File: src/rtl/grf_wb_arbiter.sv
`default_nettype none
// ============================================================================
//  Module      : grf_wb_arbiter
//  Description : Owns the GRF write port. Shares it between W-stage
//                writeback (priority) and multiply/divide results, which are
//                buffered in a small FIFO. Tracks registers with MD results
//                still in flight and stalls decode on hazards against them or
//                when the MD FIFO has been starved for too long.
//  Revision    : 1.0 - initial release
// ============================================================================
module grf_wb_arbiter #(
    parameter int unsigned DEPTH      = 2,
    parameter int unsigned STARVE_MAX = 4
) (
    input  logic        clk,
    input  logic        reset,
    input  logic        wb_we,
    input  logic [4:0]  wb_a3,
    input  logic [31:0] wb_wd,
    input  logic [31:0] wb_pc,
    input  logic        md_issue,
    input  logic [4:0]  md_issue_a3,
    input  logic        md_valid,
    output logic        md_ready,
    input  logic [4:0]  md_a3,
    input  logic [31:0] md_wd,
    input  logic [31:0] md_pc,
    input  logic [4:0]  d_a1,
    input  logic [4:0]  d_a2,
    input  logic [4:0]  d_a3,
    output logic        stall_d,
    output logic        grf_we,
    output logic [4:0]  grf_a3,
    output logic [31:0] grf_wd,
    output logic [31:0] grf_pc
);

    localparam int unsigned c_ptr_w  = $clog2(DEPTH);
    localparam int unsigned c_cnt_w  = $clog2(DEPTH + 1);
    localparam int unsigned c_scnt_w = (STARVE_MAX > 0) ? $clog2(STARVE_MAX + 1) : 1;
    localparam logic [c_cnt_w-1:0]  c_depth      = c_cnt_w'(DEPTH);
    localparam logic [c_scnt_w-1:0] c_starve_max = c_scnt_w'(STARVE_MAX);

    typedef struct packed {
        logic [4:0]  a3;
        logic [31:0] wd;
        logic [31:0] pc;
    } md_entry_t;

    md_entry_t             fifo_q [DEPTH];
    md_entry_t             fifo_d [DEPTH];
    logic [c_ptr_w-1:0]    rd_ptr_q, rd_ptr_d;
    logic [c_ptr_w-1:0]    wr_ptr_q, wr_ptr_d;
    logic [c_cnt_w-1:0]    count_q, count_d;
    logic [31:0]           pending_q, pending_d;
    logic [c_scnt_w-1:0]   scnt_q, scnt_d;

    md_entry_t             w_head;
    logic                  w_grant_wb;
    logic                  w_fifo_empty;
    logic                  w_pop;
    logic                  w_push;
    logic                  w_issue_set;
    logic                  w_stall;

    // Grant, handshake and hazard decode for the current cycle
    always_comb begin
        w_head       = fifo_q[rd_ptr_q];
        w_fifo_empty = (count_q == '0);
        w_grant_wb   = wb_we && (wb_a3 != 5'd0);
        // W always wins; the FIFO head drains only when W leaves the port idle
        w_pop        = !reset && !w_grant_wb && !w_fifo_empty;
        md_ready     = !reset && (count_q < c_depth);
        w_push       = md_valid && md_ready;

        w_stall = !reset && (
                     ((d_a1 != 5'd0) && pending_q[d_a1]) ||
                     ((d_a2 != 5'd0) && pending_q[d_a2]) ||
                     ((d_a3 != 5'd0) && pending_q[d_a3]) ||
                     (md_issue && (count_q == c_depth)) ||
                     (scnt_q >= c_starve_max));
        stall_d     = w_stall;
        w_issue_set = md_issue && !w_stall && (md_issue_a3 != 5'd0);

        grf_we = 1'b0;
        grf_a3 = 5'd0;
        grf_wd = 32'd0;
        grf_pc = 32'd0;
        if (!reset) begin
            if (w_grant_wb) begin
                grf_we = 1'b1;
                grf_a3 = wb_a3;
                grf_wd = wb_wd;
                grf_pc = wb_pc;
            end else if (!w_fifo_empty) begin
                // A result aimed at r0 still consumes its slot but never writes
                grf_we = (w_head.a3 != 5'd0);
                grf_a3 = w_head.a3;
                grf_wd = w_head.wd;
                grf_pc = w_head.pc;
            end
        end
    end

    // Next-state for FIFO storage, pointers, scoreboard and starve counter
    always_comb begin
        fifo_d   = fifo_q;
        rd_ptr_d = rd_ptr_q;
        wr_ptr_d = wr_ptr_q;
        count_d  = count_q;

        if (w_push) begin
            fifo_d[wr_ptr_q] = '{a3: md_a3, wd: md_wd, pc: md_pc};
            wr_ptr_d         = wr_ptr_q + c_ptr_w'(1);
        end
        if (w_pop) begin
            rd_ptr_d = rd_ptr_q + c_ptr_w'(1);
        end
        case ({w_push, w_pop})
            2'b10:   count_d = count_q + c_cnt_w'(1);
            2'b01:   count_d = count_q - c_cnt_w'(1);
            default: count_d = count_q;
        endcase

        // Clear first so that a same-cycle set of the same register wins
        pending_d = pending_q;
        if (w_pop && (w_head.a3 != 5'd0)) begin
            pending_d[w_head.a3] = 1'b0;
        end
        if (w_issue_set) begin
            pending_d[md_issue_a3] = 1'b1;
        end
        pending_d[0] = 1'b0;

        if (w_fifo_empty || w_pop) begin
            scnt_d = '0;
        end else if (scnt_q < c_starve_max) begin
            scnt_d = scnt_q + c_scnt_w'(1);
        end else begin
            scnt_d = scnt_q;
        end
    end

    // Control state with synchronous reset
    always_ff @(posedge clk) begin
        if (reset) begin
            rd_ptr_q  <= '0;
            wr_ptr_q  <= '0;
            count_q   <= '0;
            pending_q <= '0;
            scnt_q    <= '0;
        end else begin
            rd_ptr_q  <= rd_ptr_d;
            wr_ptr_q  <= wr_ptr_d;
            count_q   <= count_d;
            pending_q <= pending_d;
            scnt_q    <= scnt_d;
        end
    end

    // FIFO payload storage; contents are meaningless unless counted valid
    always_ff @(posedge clk) begin
        fifo_q <= fifo_d;
    end

endmodule
`default_nettype wire
File: config.mk
export PLATFORM = sky130hd
export DESIGN_NAME = grf_wb_arbiter
export DESIGN_NICKNAME = d
export VERILOG_FILES = /design/src/rtl/grf_wb_arbiter.sv
export SDC_FILE = /design/constraint.sdc
export NUM_CORES = 1
export LEC_CHECK = 0
export ABC_AREA = 1
export BUFFER_PORTS_ARGS = -buffer_cell sky130_fd_sc_hd__buf_2
export CORE_UTILIZATION = 53
export CTS_BUF_LIST = sky130_fd_sc_hd__clkbuf_8 sky130_fd_sc_hd__clkbuf_16
export CTS_CLUSTER_DIAMETER = 100
export DETAILED_ROUTE_END_ITERATION = 12
export PLACE_DENSITY_LB_ADDON = 0.25
export SKIP_CTS_REPAIR_TIMING = 1
export SYNTH_ARGS = -nofsm -noshare
export SYNTH_HDL_FRONTEND = slang
export SYNTH_SLANG_ARGS = --single-unit
File: constraint.sdc
create_clock -name clk -period 5.1 [get_ports clk]
set_input_delay 0.255 -clock clk [delete_from_list [all_inputs] [get_ports clk]]
set_output_delay 0.255 -clock clk [all_outputs]
set_load 0.005 [all_outputs]
After elaboration in Yosys (flattened, before gate mapping)
Index checks and enable logic that the tools add are counted.
{ "totals": {"regBits": 177, "input_bits": 163, "out_inout_bits": 72, "wordCells": 103} }
{ "op_classes": {"add_sub_neg": 5, "order_cmp": 13, "eq_ne": 3, "n_mux": 31, "bitwise_logic": 5, "reduce_logical": 34} }
{ "ops": {"columns": ["cell", "n"], "rows": [
  ["$mux W69", 4],
  ["$mux W32", 8],
  ["$bwmux W138", 1],
  ["$demux W69 S1", 1],
  ["$and A32 B32 Y32", 1],
  ["$not A32 Y32", 1],
  ["$or A32 B32 Y32", 1],
  ["$lt A5 B6 Y1 const B", 5],
  ["$reduce_bool A5 Y1", 6],
  ["$logic_and A1 B1 Y1", 16],
  ["$bmux W1 S5", 3],
  ["$mux W5", 3],
  ["$demux W1 S5", 2],
  ["$ge A5 B1 Y1 const B", 2],
  ["$mux W1", 8],
  ["$logic_or A1 B1 Y1", 5],
  ["$eq A2 B2 Y1 const B", 2],
  ["$ge A2 B2 Y1 const B", 2],
  ["$logic_not A1 Y1", 4],
  ["$not A1 Y2", 2],
  ["$pmux W2 S2", 1],
  ["$add A3 B1 Y3 const B", 1],
  ["$ge A3 B3 Y1 const B", 1],
  ["$lt A3 B3 Y1 const B", 1],
  ["9 further kinds", 10]
]} }

Depth between registers and ports, before layout
{ "depth": {"word_depth": 13, "ltp_mapped": 18, "ltp_nobuf": 16} }

Least setup slack after synthesis
OpenSTA, ideal clock, no wires.
{ "synth_timing": {"path_type": "in2reg", "startpoint": "in reset", "endpoint": "reg fifo_q[0] in the netlist's numbering (enable)", "setup_ns": 0.498, "arrival_time_ns": 3.632, "required_ns": 4.602, "setup_slack_ns": 0.970, "stages": 4, "n_path_buf": 1, "path_cell_list": "buf_2 -> nor2_1 -> nand2_1 -> nor2_1"} }
{ "synth_via": {"elab_chain_len": 3} }
{ "synth_rtl": {"columns": ["element", "line", "source"], "rows": [
  ["start, declared", "16", "input logic reset,"],
  ["$logic_not A1 Y1", null, null],
  ["$logic_and A1 B1 Y1", "73", "md_ready = !reset && (count_q < c_depth);"],
  ["via md_ready", "24", "output logic md_ready,"],
  ["$logic_and A1 B1 Y1", "74", "w_push = md_valid && md_ready;"],
  ["end signal, assigned", "163", "fifo_q <= fifo_d;"],
  ["end, declared", "50", "md_entry_t fifo_q [DEPTH];"]
]} }
The timed path passes the listed nets, and every way through them passes these cells.
A chain may end at the register's enable or synchronous reset.

Final worst setup path
{ "layout_timing": {"startpoint": "in wb_a3[4]", "endpoint": "reg pending_q[22]"} }
{ "layout_via": {"elab_chain_len": 9} }
{ "layout_rtl": {"columns": ["element", "line", "source"], "rows": [
  ["start, declared", "18", "input logic [4:0] wb_a3,"],
  ["$reduce_bool A5 Y1 *", "70", "w_grant_wb = wb_we && (wb_a3 != 5'd0);"],
  ["$logic_and A1 B1 Y1 *", "70", null],
  ["$logic_not A1 Y1 *", "72", "w_pop = !reset && !w_grant_wb && !w_fifo_empty;"],
  ["$logic_and A1 B1 Y1 * (2 in a row)", "72", null],
  ["$logic_and A1 B1 Y1 *", "127", "if (w_pop && (w_head.a3 != 5'd0)) begin"],
  ["$mux W32 *", "127", null],
  ["$or A32 B32 Y32 (no source line)", null, null],
  ["$mux W32 *", "130", "if (w_issue_set) begin"],
  ["end signal, assigned", "156", "pending_q <= pending_d;"],
  ["end, declared", "55", "logic [31:0] pending_q, pending_d;"]
]} }
Every way passes the cells marked *; elsewhere a longest branch is shown, timed or not.

==> reports/results.tsv <==
metric	value	unit
worst min-delay path category	input pin to flop	
max_cap viols	0	
setup TNS	0	ns
fin util	0.661	
pin count of the biggest net entering global routing	66	
detailed placement HPWL	15800	µm
sequential-to-total area share from yosys stat	0.560	
worst-margin pin slew	1.12	ns
CP endpoint kind	flop	
r2r startpoint	count_q[0]	
routed via count	7325	
top_reg_cell synth	edfxtp_1	
mux share of post-synthesis cell area	0.0571	
Final Skew	0.00842	ns
hold path startpoint	md_pc[11]	
area delta synth->final	20.8	%
CTS tree	built	
Core Box Area	16000	µm²
Post-Synth Adder-Cell Area	0.00286	
Final Hold Viols	0	
Yosys top cell by area	edfxtp_1	
non-filler cells in the finished layout	1366	
most numerous cell in the Yosys netlist	nand2_1	
Initial Utilization	0.547	
syn avg cell area	9.51	µm²
initial antenna violation count	0	
layout cells sized above 1	0.284	
diodes inserted	0	
Synth Area in Simple Gates	0.205	
WL/cell	16.1	µm
worst-case hold slack	0.00997	ns
antenna-violating nets left	0	
Synth Cell Area	8760	µm²
Worst R2R Path Depth	7	
post-synthesis register bit count	176	
CTS root buf	clkbuf_16	
R2R Setup Slk	2.07	ns
status	complete, no violations	
first-pass GRT wire length	33500	µm
RSZ-0062 raised after global routing	no	
top post-synthesis cells by area	edfxtp_1, nand2_1, dfxtp_1	
fin crit period	3.06	ns
pre-CTS setup slack	1.54	ns
GP Congestion	0.937	
synth cell count leaders	nand2_1, edfxtp_1, o21ai_0	
placed insts	1333	
Hold Crit Depth	1	
drt first pass iters	5	
cells after synthesis	921	
post-DR vias/cell	5.36	
Total GRT Usage	0.260	
EDFF count, synth	138	
Mapped Nets	1086	
largest family of logic cells by synthesized area	simple AND/OR/NAND/NOR gates	
Inserted Clock Buffers	17	
die area	17000	µm²
DR iter-0 viols	445	
WP data required	5.38	ns
CTS H-tree lvls	4	
type of the worst setup path	input pin to flop	
Final Cycle Share	0.600	
Worst Hold End	fifo_q[80]	
Final nets	1302	
PwrDens	320	nW/µm²
Final setup viols	0	
Die X	131	µm
RR Endpoint	pending_q[22]	
vias in the first global route	6766	
worst-case clock buffer depth	2	
clock slew at reported path FFs	0.07	ns
Worst-Skew Late Latency	0.43	ns
# rows	46	
I/O Buffers	234	
drc violations	0	
Die H	131	µm
post-synth top area share	0.473	
post-route setup slack	2.04	ns
XOR/XNOR share of the synthesized area	0.00200	
routed wire length	21900	µm
Sink Count	176	
Worst setup SP type	input pin	
I/O pins	235	
Yosys Warn Count	0	
leak pwr	4.34	nW
Crit Path Max Fanout	55	
peak supply drop	0.231	mV
Rel. slew slack	0.252	
CP arrival	3.34	ns
ys async rst share	0	
Synth Area in Compound Gates	0.109	
Max Slew Vio Count	0	
Fmax achieved	0.327	GHz
synth unique cells	37	
global route overflow	0	
[power by group]
part           switching (mW)  internal, mW
clock network           0.554         0.778
logic                   0.265         0.164
registers              0.0222          1.60
[through the flow]
stage	instance area [µm²]	total power, mW
after CTS	10600	3.40
after global placement	9960	2.07
after floorplan	8760	1.92
after detailed placement	9960	2.08
after global routing	10600	3.51
final	10600	3.39
[layout make-up]
class	instances	area, µm²
clock inverter	15	184
clock buffer	17	425
tap	216	270
multi-input combinational	632	3310
inverter	71	273
timing repair buffer	239	1210
sequential	176	4910
fill	1308	5420
[cell families after synthesis]
kind of cell,count (synthesis)
AND/OR/NAND/NOR,409
flip-flops,176
AO/OA/AOI/OAI,169
buffers and inverters,113
multiplexers,50
XOR/XNOR,2
adder cells (fa/ha/maj),2
[cells in the final DEF, fill, tap and decap left out, types with 3 or more instances in the layout]
cell and count:
buf_2 234, nand2_1 214, edfxtp_1 138, o21ai_0 87, nand3_1 86, nor2_1 66, inv_1 63, mux2i_1 50
a21oi_1 44, dfxtp_1 37, clkbuf_16 17, or2_2 16, o211ai_1 16, nand3_2 12, a21oi_2 11, inv_2 6
inv_6 5, clkinv_4 4, buf_4 4, nor3_1 3, nor2_2 3, nor2_4 3, or2_1 3, o31ai_1 3
bufinv_16 3
[worst max path at each step]
stage                     cells after the start             to  slack [ns]        from
after floorplan                               4      fifo_q[0]        0.97       reset
after global placement                        9     count_q[1]        1.69       reset
after detailed placement                      9  pending_q[22]        1.54    wb_a3[4]
after CTS                                     9  pending_q[22]        1.97    wb_a3[4]
after global routing                          7  pending_q[25]        1.77  count_q[0]
final                                         9  pending_q[22]        2.04    wb_a3[4]
[flip-flops by register name, summed over array words and instances (netlist names)]
signal and count:
count_q 2, wr_ptr_q 1, pending_q 31, scnt_q 3, rd_ptr_q 1, fifo_q 138
[layer usage]
layer	global-route usage	wire (µm)
met1	0.318	8770
met3	0.0635	1610
met5	0	0
met4	0.110	613
met2	0.440	10900
[critical path: stages]
cell	delay, ns
buf_2	0.15
nor3_1	0.37
nand3_1	0.13
nand2_1	0.58
nand2_2	0.71
clkinv_1	0.40
nand3_1	0.29
o21ai_0	0.36
a21oi_2	0.09
Power figures use the tool's default switching activity.
